$ cat src/rtl/subleq_trace_uart_if.sv
// CPU debug bus seen by the tracer: CPU clock plus the registers to snapshot.
// Latency: none (wires only).
// Backpressure: none; the tracer samples whenever it sees an iStep rise.
interface subleq_trace_uart_if;
  logic        iStep;
  logic [2:0]  icounter;
  logic [31:0] iIP;
  logic [31:0] iA;
  logic [31:0] iB;
  logic [31:0] iJ;
  logic [31:0] iq;
  logic [31:0] isub;
  logic        ileq;

  modport master (output iStep, icounter, iIP, iA, iB, iJ, iq, isub, ileq);
  modport slave  (input  iStep, icounter, iIP, iA, iB, iJ, iq, isub, ileq);
endinterface

$ cat src/rtl/subleq_trace_uart.sv
// Snapshots subleq CPU state on each iStep rise and sends it as one 59-char ASCII hex line, 8N1.
// Latency: start bit 4 iClock edges after iStep is first sampled high; frame = 59*(10*DIVISOR+1) cycles.
// Backpressure: none; captures arriving while busy are discarded and counted in oDropped (saturating).
module subleq_trace_uart #(
  parameter int unsigned DIVISOR = 434
) (
  input  logic               iClock,
  input  logic               iReset,
  input  logic               iEnable,
  subleq_trace_uart_if.slave dbg,
  output logic               oTx,
  output logic               oBusy,
  output logic [7:0]         oDropped
);

  typedef enum logic [2:0] {IDLE, LOAD, START, DATA, STOP} state_t;

  localparam logic [15:0] BIT_LAST  = 16'(DIVISOR - 1);
  localparam logic [5:0]  LAST_CHAR = 6'd58;

  state_t      state_q, state_d;
  logic [15:0] cnt_q, cnt_d;
  logic [2:0]  bit_q, bit_d;
  logic [5:0]  idx_q, idx_d;
  logic [7:0]  sh_q, sh_d;
  logic        tx_q, tx_d;
  logic        busy_q, busy_d;
  logic [7:0]  drop_q;
  logic        s1_q, s2_q, s3_q;
  logic        trig, capture;

  logic [2:0]  snap_cnt;
  logic [31:0] snap_w [6];
  logic        snap_leq;

  logic [3:0]  nib;
  logic        use_hex;
  logic [7:0]  ch;

  // Only iStep crosses domains; the data buses settle long before trig fires.
  always_ff @(posedge iClock or negedge iReset) begin
    if (!iReset) begin
      s1_q <= 1'b0;
      s2_q <= 1'b0;
      s3_q <= 1'b0;
    end else begin
      s1_q <= dbg.iStep;
      s2_q <= s1_q;
      s3_q <= s2_q;
    end
  end

  assign trig    = s2_q & ~s3_q;
  assign capture = trig & iEnable & (state_q == IDLE);

  always_ff @(posedge iClock or negedge iReset) begin
    if (!iReset) begin
      snap_cnt <= '0;
      snap_leq <= 1'b0;
      for (int i = 0; i < 6; i++) snap_w[i] <= '0;
    end else if (capture) begin
      snap_cnt  <= dbg.icounter;
      snap_leq  <= dbg.ileq;
      snap_w[0] <= dbg.iIP;
      snap_w[1] <= dbg.iA;
      snap_w[2] <= dbg.iB;
      snap_w[3] <= dbg.iJ;
      snap_w[4] <= dbg.iq;
      snap_w[5] <= dbg.isub;
    end
  end

  always_ff @(posedge iClock or negedge iReset) begin
    if (!iReset) begin
      drop_q <= '0;
    end else if (trig && iEnable && (state_q != IDLE) && (drop_q != 8'hFF)) begin
      drop_q <= drop_q + 8'd1;
    end
  end

  // Line layout: cnt SP w0 SP w1 SP w2 SP w3 SP w4 SP w5 SP leq CR LF; word f digit d sits at 2+9f+d.
  always_comb begin
    ch      = 8'h20;
    nib     = '0;
    use_hex = 1'b0;
    case (idx_q)
      6'd0:  begin nib = {1'b0, snap_cnt}; use_hex = 1'b1; end
      6'd56: begin nib = {3'b0, snap_leq}; use_hex = 1'b1; end
      6'd57: ch = 8'h0D;
      6'd58: ch = 8'h0A;
      default: begin
        for (int f = 0; f < 6; f++) begin
          for (int d = 0; d < 8; d++) begin
            if (idx_q == 6'(2 + 9 * f + d)) begin
              nib     = snap_w[f][31 - 4 * d -: 4];
              use_hex = 1'b1;
            end
          end
        end
      end
    endcase
    if (use_hex) begin
      ch = (nib < 4'd10) ? (8'h30 + {4'h0, nib}) : (8'h37 + {4'h0, nib});
    end
  end

  always_comb begin
    state_d = state_q;
    cnt_d   = cnt_q;
    bit_d   = bit_q;
    idx_d   = idx_q;
    sh_d    = sh_q;
    tx_d    = tx_q;
    busy_d  = busy_q;
    case (state_q)
      IDLE: begin
        if (capture) begin
          state_d = LOAD;
          idx_d   = '0;
          busy_d  = 1'b1;
        end
      end
      LOAD: begin
        sh_d    = ch;
        tx_d    = 1'b0;
        cnt_d   = BIT_LAST;
        state_d = START;
      end
      START: begin
        if (cnt_q == '0) begin
          tx_d    = sh_q[0];
          sh_d    = {1'b1, sh_q[7:1]};
          bit_d   = '0;
          cnt_d   = BIT_LAST;
          state_d = DATA;
        end else begin
          cnt_d = cnt_q - 16'd1;
        end
      end
      DATA: begin
        if (cnt_q == '0) begin
          cnt_d = BIT_LAST;
          if (bit_q == 3'd7) begin
            tx_d    = 1'b1;
            state_d = STOP;
          end else begin
            tx_d  = sh_q[0];
            sh_d  = {1'b1, sh_q[7:1]};
            bit_d = bit_q + 3'd1;
          end
        end else begin
          cnt_d = cnt_q - 16'd1;
        end
      end
      STOP: begin
        if (cnt_q == '0) begin
          if (idx_q < LAST_CHAR) begin
            idx_d   = idx_q + 6'd1;
            state_d = LOAD;
          end else begin
            busy_d  = 1'b0;
            state_d = IDLE;
          end
        end else begin
          cnt_d = cnt_q - 16'd1;
        end
      end
      default: begin
        state_d = IDLE;
        tx_d    = 1'b1;
        busy_d  = 1'b0;
      end
    endcase
  end

  always_ff @(posedge iClock or negedge iReset) begin
    if (!iReset) begin
      state_q <= IDLE;
      cnt_q   <= '0;
      bit_q   <= '0;
      idx_q   <= '0;
      sh_q    <= '0;
      tx_q    <= 1'b1;
      busy_q  <= 1'b0;
    end else begin
      state_q <= state_d;
      cnt_q   <= cnt_d;
      bit_q   <= bit_d;
      idx_q   <= idx_d;
      sh_q    <= sh_d;
      tx_q    <= tx_d;
      busy_q  <= busy_d;
    end
  end

  assign oTx      = tx_q;
  assign oBusy    = busy_q;
  assign oDropped = drop_q;

endmodule
$ cat src/flat_wrapper.sv
// flat-port wrapper written by rule: the top's interface ports become plain ports
module subleq_trace_uart_flat 
#(
  parameter int unsigned DIVISOR = 434
)
  (iClock, iReset, iEnable, oTx, oBusy, oDropped, dbg_iStep, dbg_icounter, dbg_iIP, dbg_iA, dbg_iB, dbg_iJ, dbg_iq, dbg_isub, dbg_ileq);
  subleq_trace_uart_if dbg_i ();
  input  logic iClock;
  input  logic iReset;
  input  logic iEnable;
  output logic oTx;
  output logic oBusy;
  output logic [7:0] oDropped;
  input wire logic [$bits(dbg_i.iStep)-1:0] dbg_iStep;
  input wire logic [$bits(dbg_i.icounter)-1:0] dbg_icounter;
  input wire logic [$bits(dbg_i.iIP)-1:0] dbg_iIP;
  input wire logic [$bits(dbg_i.iA)-1:0] dbg_iA;
  input wire logic [$bits(dbg_i.iB)-1:0] dbg_iB;
  input wire logic [$bits(dbg_i.iJ)-1:0] dbg_iJ;
  input wire logic [$bits(dbg_i.iq)-1:0] dbg_iq;
  input wire logic [$bits(dbg_i.isub)-1:0] dbg_isub;
  input wire logic [$bits(dbg_i.ileq)-1:0] dbg_ileq;
  assign dbg_i.iStep = dbg_iStep;
  assign dbg_i.icounter = dbg_icounter;
  assign dbg_i.iIP = dbg_iIP;
  assign dbg_i.iA = dbg_iA;
  assign dbg_i.iB = dbg_iB;
  assign dbg_i.iJ = dbg_iJ;
  assign dbg_i.iq = dbg_iq;
  assign dbg_i.isub = dbg_isub;
  assign dbg_i.ileq = dbg_ileq;
  subleq_trace_uart #(.DIVISOR(DIVISOR)) u_core (.iClock(iClock), .iReset(iReset), .iEnable(iEnable), .dbg(dbg_i), .oTx(oTx), .oBusy(oBusy), .oDropped(oDropped));
endmodule
$ cat config.mk
export PLATFORM = sky130hd
export DESIGN_NAME = subleq_trace_uart_flat
export DESIGN_NICKNAME = d
export VERILOG_FILES = /design/src/rtl/subleq_trace_uart_if.sv /design/src/rtl/subleq_trace_uart.sv /design/src/flat_wrapper.sv
export SDC_FILE = /design/constraint.sdc
export NUM_CORES = 1
export LEC_CHECK = 0
export CORE_MARGIN = 10
export CORE_UTILIZATION = 30
export CTS_BUF_LIST = sky130_fd_sc_hd__clkbuf_2 sky130_fd_sc_hd__clkbuf_4 sky130_fd_sc_hd__clkbuf_8
export DETAILED_ROUTE_END_ITERATION = 8
export DONT_BUFFER_PORTS = 1
export GPL_TIMING_DRIVEN = 0
export SLEW_MARGIN = 25
export SYNTH_ARGS = -nofsm -noshare
export SYNTH_HDL_FRONTEND = slang
export SYNTH_SLANG_ARGS = --single-unit
export TNS_END_PERCENT = 50
$ cat constraint.sdc
create_clock -name iClock -period 4.2 [get_ports iClock]
set_input_delay 0.84 -clock iClock [delete_from_list [all_inputs] [get_ports iClock]]
set_output_delay 0.84 -clock iClock [all_outputs]
set_load 0.005 [all_outputs]
# After elaboration in Yosys (flattened, before gate mapping)
# Index checks and enable logic that the tools add are counted.
[classes]
shift = 0
n_bitwise = 6
add_sub_neg = 6
reduce_logical = 23
order_cmp = 2
div_mod_pow = 0
n_mux = 131
eq_ne = 66
mul = 0
[ops]
columns = ["op", "n"]
rows = [
  ["$mux W4", 48],
  ["$eq A6 B6 Y1 const B", 24],
  ["$eq A6 B5 Y1 const B", 14],
  ["$mux W1", 55],
  ["$pmux W16 S3", 1],
  ["$eq A6 B4 Y1 const B", 7],
  ["$mux W8", 5],
  ["$mux W16", 2],
  ["$eq A6 B3 Y1 const B", 4],
  ["$mux W3", 8],
  ["$pmux W6 S2", 2],
  ["$pmux W8 S3", 1],
  ["$mux W6", 3],
  ["$logic_not A16 Y1", 1],
  ["$reduce_and A4 Y1", 4],
  ["$sub A16 B1 Y16 const B", 1],
  ["$pmux W3 S5", 1],
  ["$add A6 B4 Y7 const A", 2],
  ["$eq A6 B2 Y1 const B", 2],
  ["$ne A2 B1 Y1 const B", 6],
  ["$pmux W4 S3", 1],
  ["$reduce_bool A3 Y1", 3],
  ["$add A8 B1 Y8 const B", 1],
  ["$ne A8 B8 Y1 const B", 1],
  ["23 further kinds", 37],
]
[word_totals]
mem_bits_ro = 0
regBits = 245
elab_cells = 253
memories = 0
latch_bits = 0
ram_bits = 0

# Logic depth before layout (Yosys ltp)
[depth]
ltp_word = 54
ltp_mapped = 17
mapped_depth_nobuf = 14

# Worst setup path after synthesis
# No wires, ideal clock.
[synth_path]
path_type = "register to register"
from = "register u_core.idx_q[0]"
to = "register u_core.sh_q[1]"
setup_slack_ns = 0.841
t_arrival_ns = 3.269
stages_incl_launch_ff = 16
path_buffers = 4
required_time_ns = 4.110
path_cell_list = "dfrtp_1 > inv_1 > ha_1 > clkbuf_1 > buf_2 > clkbuf_1 > buf_1 > a211oi_1 > a2111oi_0 > o211ai_1 > a31oi_1 > o21ai_0 > o211ai_1 > ha_1 > a2111o_1 > o2111ai_1"
[synth_via]
elab_chain_len = 54
[synth_lines]
columns = ["element", "line", "rtl"]
rows = [
  ["from (decl)", "subleq_trace_uart.sv:24", "logic [5:0] idx_q, idx_d;"],
  ["from (signal assigned)", "subleq_trace_uart.sv:189", "idx_q <= idx_d;"],
  ["$eq A6 B2 Y1", "subleq_trace_uart.sv:94", "if (idx_q == 6'(2 + 9 * f + d)) begin"],
  ["$mux W4 (48 in series)", "subleq_trace_uart.sv:94", ""],
  ["$pmux W4 S3", "subleq_trace_uart.sv:86", "case (idx_q)"],
  ["$add A6 B4 Y7 or $lt A4 B4 Y1 (tied branches)", "subleq_trace_uart.sv:103", "ch = (nib < 4'd10) ? (8'h30 + {4'h0, nib}) : (8'h37 + {4'h0, nib});"],
  ["$mux W8", "subleq_trace_uart.sv:103", ""],
  ["$mux W8 (*)", "subleq_trace_uart.sv:102", "if (use_hex) begin"],
  ["$pmux W8 S3 (*)", "subleq_trace_uart.sv:115", "case (state_q)"],
  ["to (signal assigned)", "subleq_trace_uart.sv:182", "sh_q <= '0;"],
  ["to (signal assigned)", "subleq_trace_uart.sv:190", "sh_q <= sh_d;"],
  ["to (decl)", "subleq_trace_uart.sv:25", "logic [7:0] sh_q, sh_d;"],
]
# Every way passes the cells marked *; elsewhere a longest branch is shown, timed or not.
# A chain may end at the register's enable or synchronous reset.

# Worst setup path in the final report
[layout_path]
from = "register u_core.idx_q[4]"
to = "register u_core.sh_q[1]"
# The elaborated chain is that of the path after synthesis.

==> summary.md <==
| Metric | Value |
|---|---|
| Status | `finished with violations` |
| Violated checks | `hold timing, setup timing` |
| Worst Setup Path Type | `reg -> reg` |
| Post-route cell area | `14,900 µm²` |
| Vias in the first global route | `11,000` |
| IO Count | `210` |
| Final HPWL DP | `37,200 µm` |
| Largest net degree at the start of global routing | `246` |
| Synth warn | `0` |
| Commonest non-fill, non-tap cell in the layout | `dfrtp_1` |
| Min cycle time layout | `between 4 and 5 ns` |
| Maximum vdd drop | `around 0.00024 V` |
| Worst skew pair latency | `0.61 ns` |
| MaxCap Viol Count | `0` |
| WP data arrival | `~4.8 ns` |
| Via density | `between 5 and 6` |
| Pre-antenna DRT Iters | `5` |
| Core ar. | `43,200 µm²` |
| Pwr per Cell Area | `415 nW/µm²` |
| Detail Route Antenna Nets | `0` |
| Placer congestion estimate | `about 0.96` |
| CP Capture Type | `flop` |
| Slew at the pin closest to its max-slew limit | `1.10 ns` |
| Most used flip-flop cell after synthesis | `dfrtp_1` |
| Tightest hold margin | `-0.0400 ns` |
| Maximum clock path buffer count | `3` |
| First-pass GRT wire length | `73,000 µm` |
| Number of distinct library cells after synthesis | `80` |
| Fill cell count | `4,404` |
| R2R Path End | `u_core.sh_q[1]` |
| Initial antenna violation count | `18` |
| Initial DRC count | `942` |
| Final worst setup slack | `-0.0451 ns` |
| Final Power | `6.20 mW` |
| Cells after DPL | `1,833` |
| WL/cell | `25.8 µm` |
| Fmax | `between 0.2 and 0.25 GHz` |
| Via count | `10,900` |
| CP startpoint kind | `flop` |
| Relative slew slack | `26.8%` |
| Crit path to | `u_core.sh_q[1]` |
| Unrepaired setup endpoints after global routing | `yes` |
| Die height | `229 µm` |
| Setup slack, reg-to-reg | `-0.05 ns` |
| DR DRC count | `0` |
| Port bufs | `0` |
| Hold crit path type | `in -> async` |
| #FFs+latches synth | `245` |
| CTS tree | `built` |
| Required time of the critical path | `4.70 ns` |
| Commonest non-fill, non-tap cells in the layout | `244 x dfrtp_1, 197 x mux2_2, 86 x nand2_1` |
| Syn avg cell area | `between 10 and 15 µm²` |
| Routed wire length | `about 49,000 µm` |
| Cell leakage power | `6.32 nW` |
| Starting Density | `30.4%` |
| CTS buffer count | `44` |
| Syn Nets | `1,457` |
| Final setup fails | `1` |
| Ys async rst share | `100%` |
| EDFF count, synth | `0` |
| Clock slew seen by the registers of the worst setup and hold paths | `0.06 ns` |
| Worst setup slack after placement | `-0.885 ns` |
| Share of cells above drive strength 1 | `roughly a quarter` |
| Slew Viols, Final | `0` |
| Mapped Area | `13,100 µm²` |
| H-Tree Depth | `2` |
| Crit path launch | `u_core.idx_q[4]` |
| Post-route clock skew | `between 0.015 and 0.02 ns` |
| Clk sink count | `around 250` |
| R2r startpoint | `u_core.idx_q[4]` |
| Layout area overhead | `14.0%` |
| NumNets Final | `about 1,500` |
| Clk root buf | `clkbuf_8` |
| Final Cycle Share | `101%` |
| Post-layout util | `34.6%` |
| GRT overflow | `0` |
| Critical-path maximum fanout | `10` |
| Fin cells | `1,918` |
| Setup_tns | `-0.0451 ns` |
| Placement row count | `76` |
| Total GRT Usage | `18.3%` |
| Area after DPL | `13,800 µm²` |
| Sequential area share after synthesis | `between 40% and 50%` |
| Die width | `229 µm` |
| R2R depth | `14` |
| Gate Count Post-Synth | `1,248` |
| Final Hold Vio Count | `19` |
| Die ar. | `52,500 µm²` |
layer usage:
layer	wire length, µm	GRT usage [%]
met2	23600	30.1
met5	164	0
met3	4250	5.34
met1	19800	22.4
met4	1640	6.58
worst min-delay path by stage:
stage	start	end	slack, ns
after floorplan	u_core.s1_q	u_core.s2_q	0.33
after global placement	u_core.s1_q	u_core.s2_q	0.34
after detailed placement	u_core.s1_q	u_core.s2_q	0.34
after CTS	iReset	u_core.oDropped[5]	-0.09
after global routing	iReset	u_core.oDropped[5]	-0.08
final	iReset	u_core.oDropped[5]	-0.04
worst max-delay path: stages, from the launching register on:
cell,delay (ns)
dfrtp_1,0.45
buf_2,0.30
buf_6,0.21
buf_2,0.25
buf_4,0.23
nand3b_1,0.19
o32ai_1,0.31
o32ai_1,0.20
or4_1,0.52
nor3_1,0.40
nand3_1,0.21
nand3_1,0.28
a21oi_1,0.11
a2111o_1,0.37
o2111ai_1,0.12
sequential cells by signal, summed over array words and instances (netlist names):
name             cells
u_core.snap_leq      1
u_core.s2_q          1
u_core.oDropped      8
u_core.sh_q          8
u_core.snap_w      192
u_core.state_q       3
u_core.snap_cnt      3
u_core.s1_q          1
u_core.oBusy         1
u_core.idx_q         6
u_core.cnt_q        16
u_core.oTx           1
u_core.s3_q          1
u_core.bit_q         3
where the power goes:
part / internal (mW) / leakage (nW) / total, mW / switching (mW)
Sequential: 2.75 / 3.18 / 3.09 / 0.341
Clock: 1.33 / 0.497 / 2.34 / 1.01
Combinational: 0.385 / 2.64 / 0.760 / 0.375
what timing repair did:
item                                    in CTS  in global routing
endpoints found under the hold margin      244                190
resized for setup                           20                 35
pin swaps                                    3                  3
buffers inserted                             3                  1
endpoints found under the setup margin       7                 15
cells by family (layout without fill, tap and decap cells):
logic type               Yosys count  in the layout  share of synthesized area, %
AO/OA/AOI/OAI                    278            278                          14.5
XOR/XNOR                          19             19                          1.27
adder cells (fa/ha/maj)            9              9                         0.859
multiplexers                     204            204                          17.5
buffers and inverters            100            180                          3.28
AND/OR/NAND/NOR                  393            393                          15.9
other                              0              5                             0
flip-flops                       245            245                          46.8
synthesized netlist by cell type, drive strengths merged (6+ instances only):
cell	instances	area [µm²]
o211ai	9	67.6
nand3b	13	97.6
inv	19	71.3
and3	10	62.6
o221ai	9	78.8
a2111oi	10	93.8
buf	26	153
nand2	86	323
clkbuf	55	206
o22ai	19	119
xor2	6	52.6
a31oi	17	136
and2	6	37.5
nor2	84	342
a21oi	54	270
nand4	13	81.3
or4	7	52.6
nor4	10	62.6
o32ai	10	87.6
mux2	197	2220
a22oi	16	120
dfrtp	244	6110
nor3b	7	67.6
a211oi	14	105
or3	16	100
ha	9	113
nor2b	8	50.1
nand2b	14	95.1
mux2i	7	70.1
o2111ai	6	52.6
nor3	41	205
nand3	52	260
o21ai	63	315
xnor2	13	114
final cells by class:
cell class | instances | area, µm² | share of cell area, %
diodes | 5 | 12.5 | 0.0837
well taps | 585 | 732 | 4.90
multi-input cells | 903 | 6640 | 44.4
flip-flops and latches | 245 | 6130 | 41.0
inverters | 19 | 71.3 | 0.477
plain buffers | 80 | 413 | 2.76
clock buffers | 66 | 833 | 5.58
repair buffers | 4 | 30.0 | 0.201
clock inverters | 11 | 83.8 | 0.561
(Power assumes the default switching activity.)
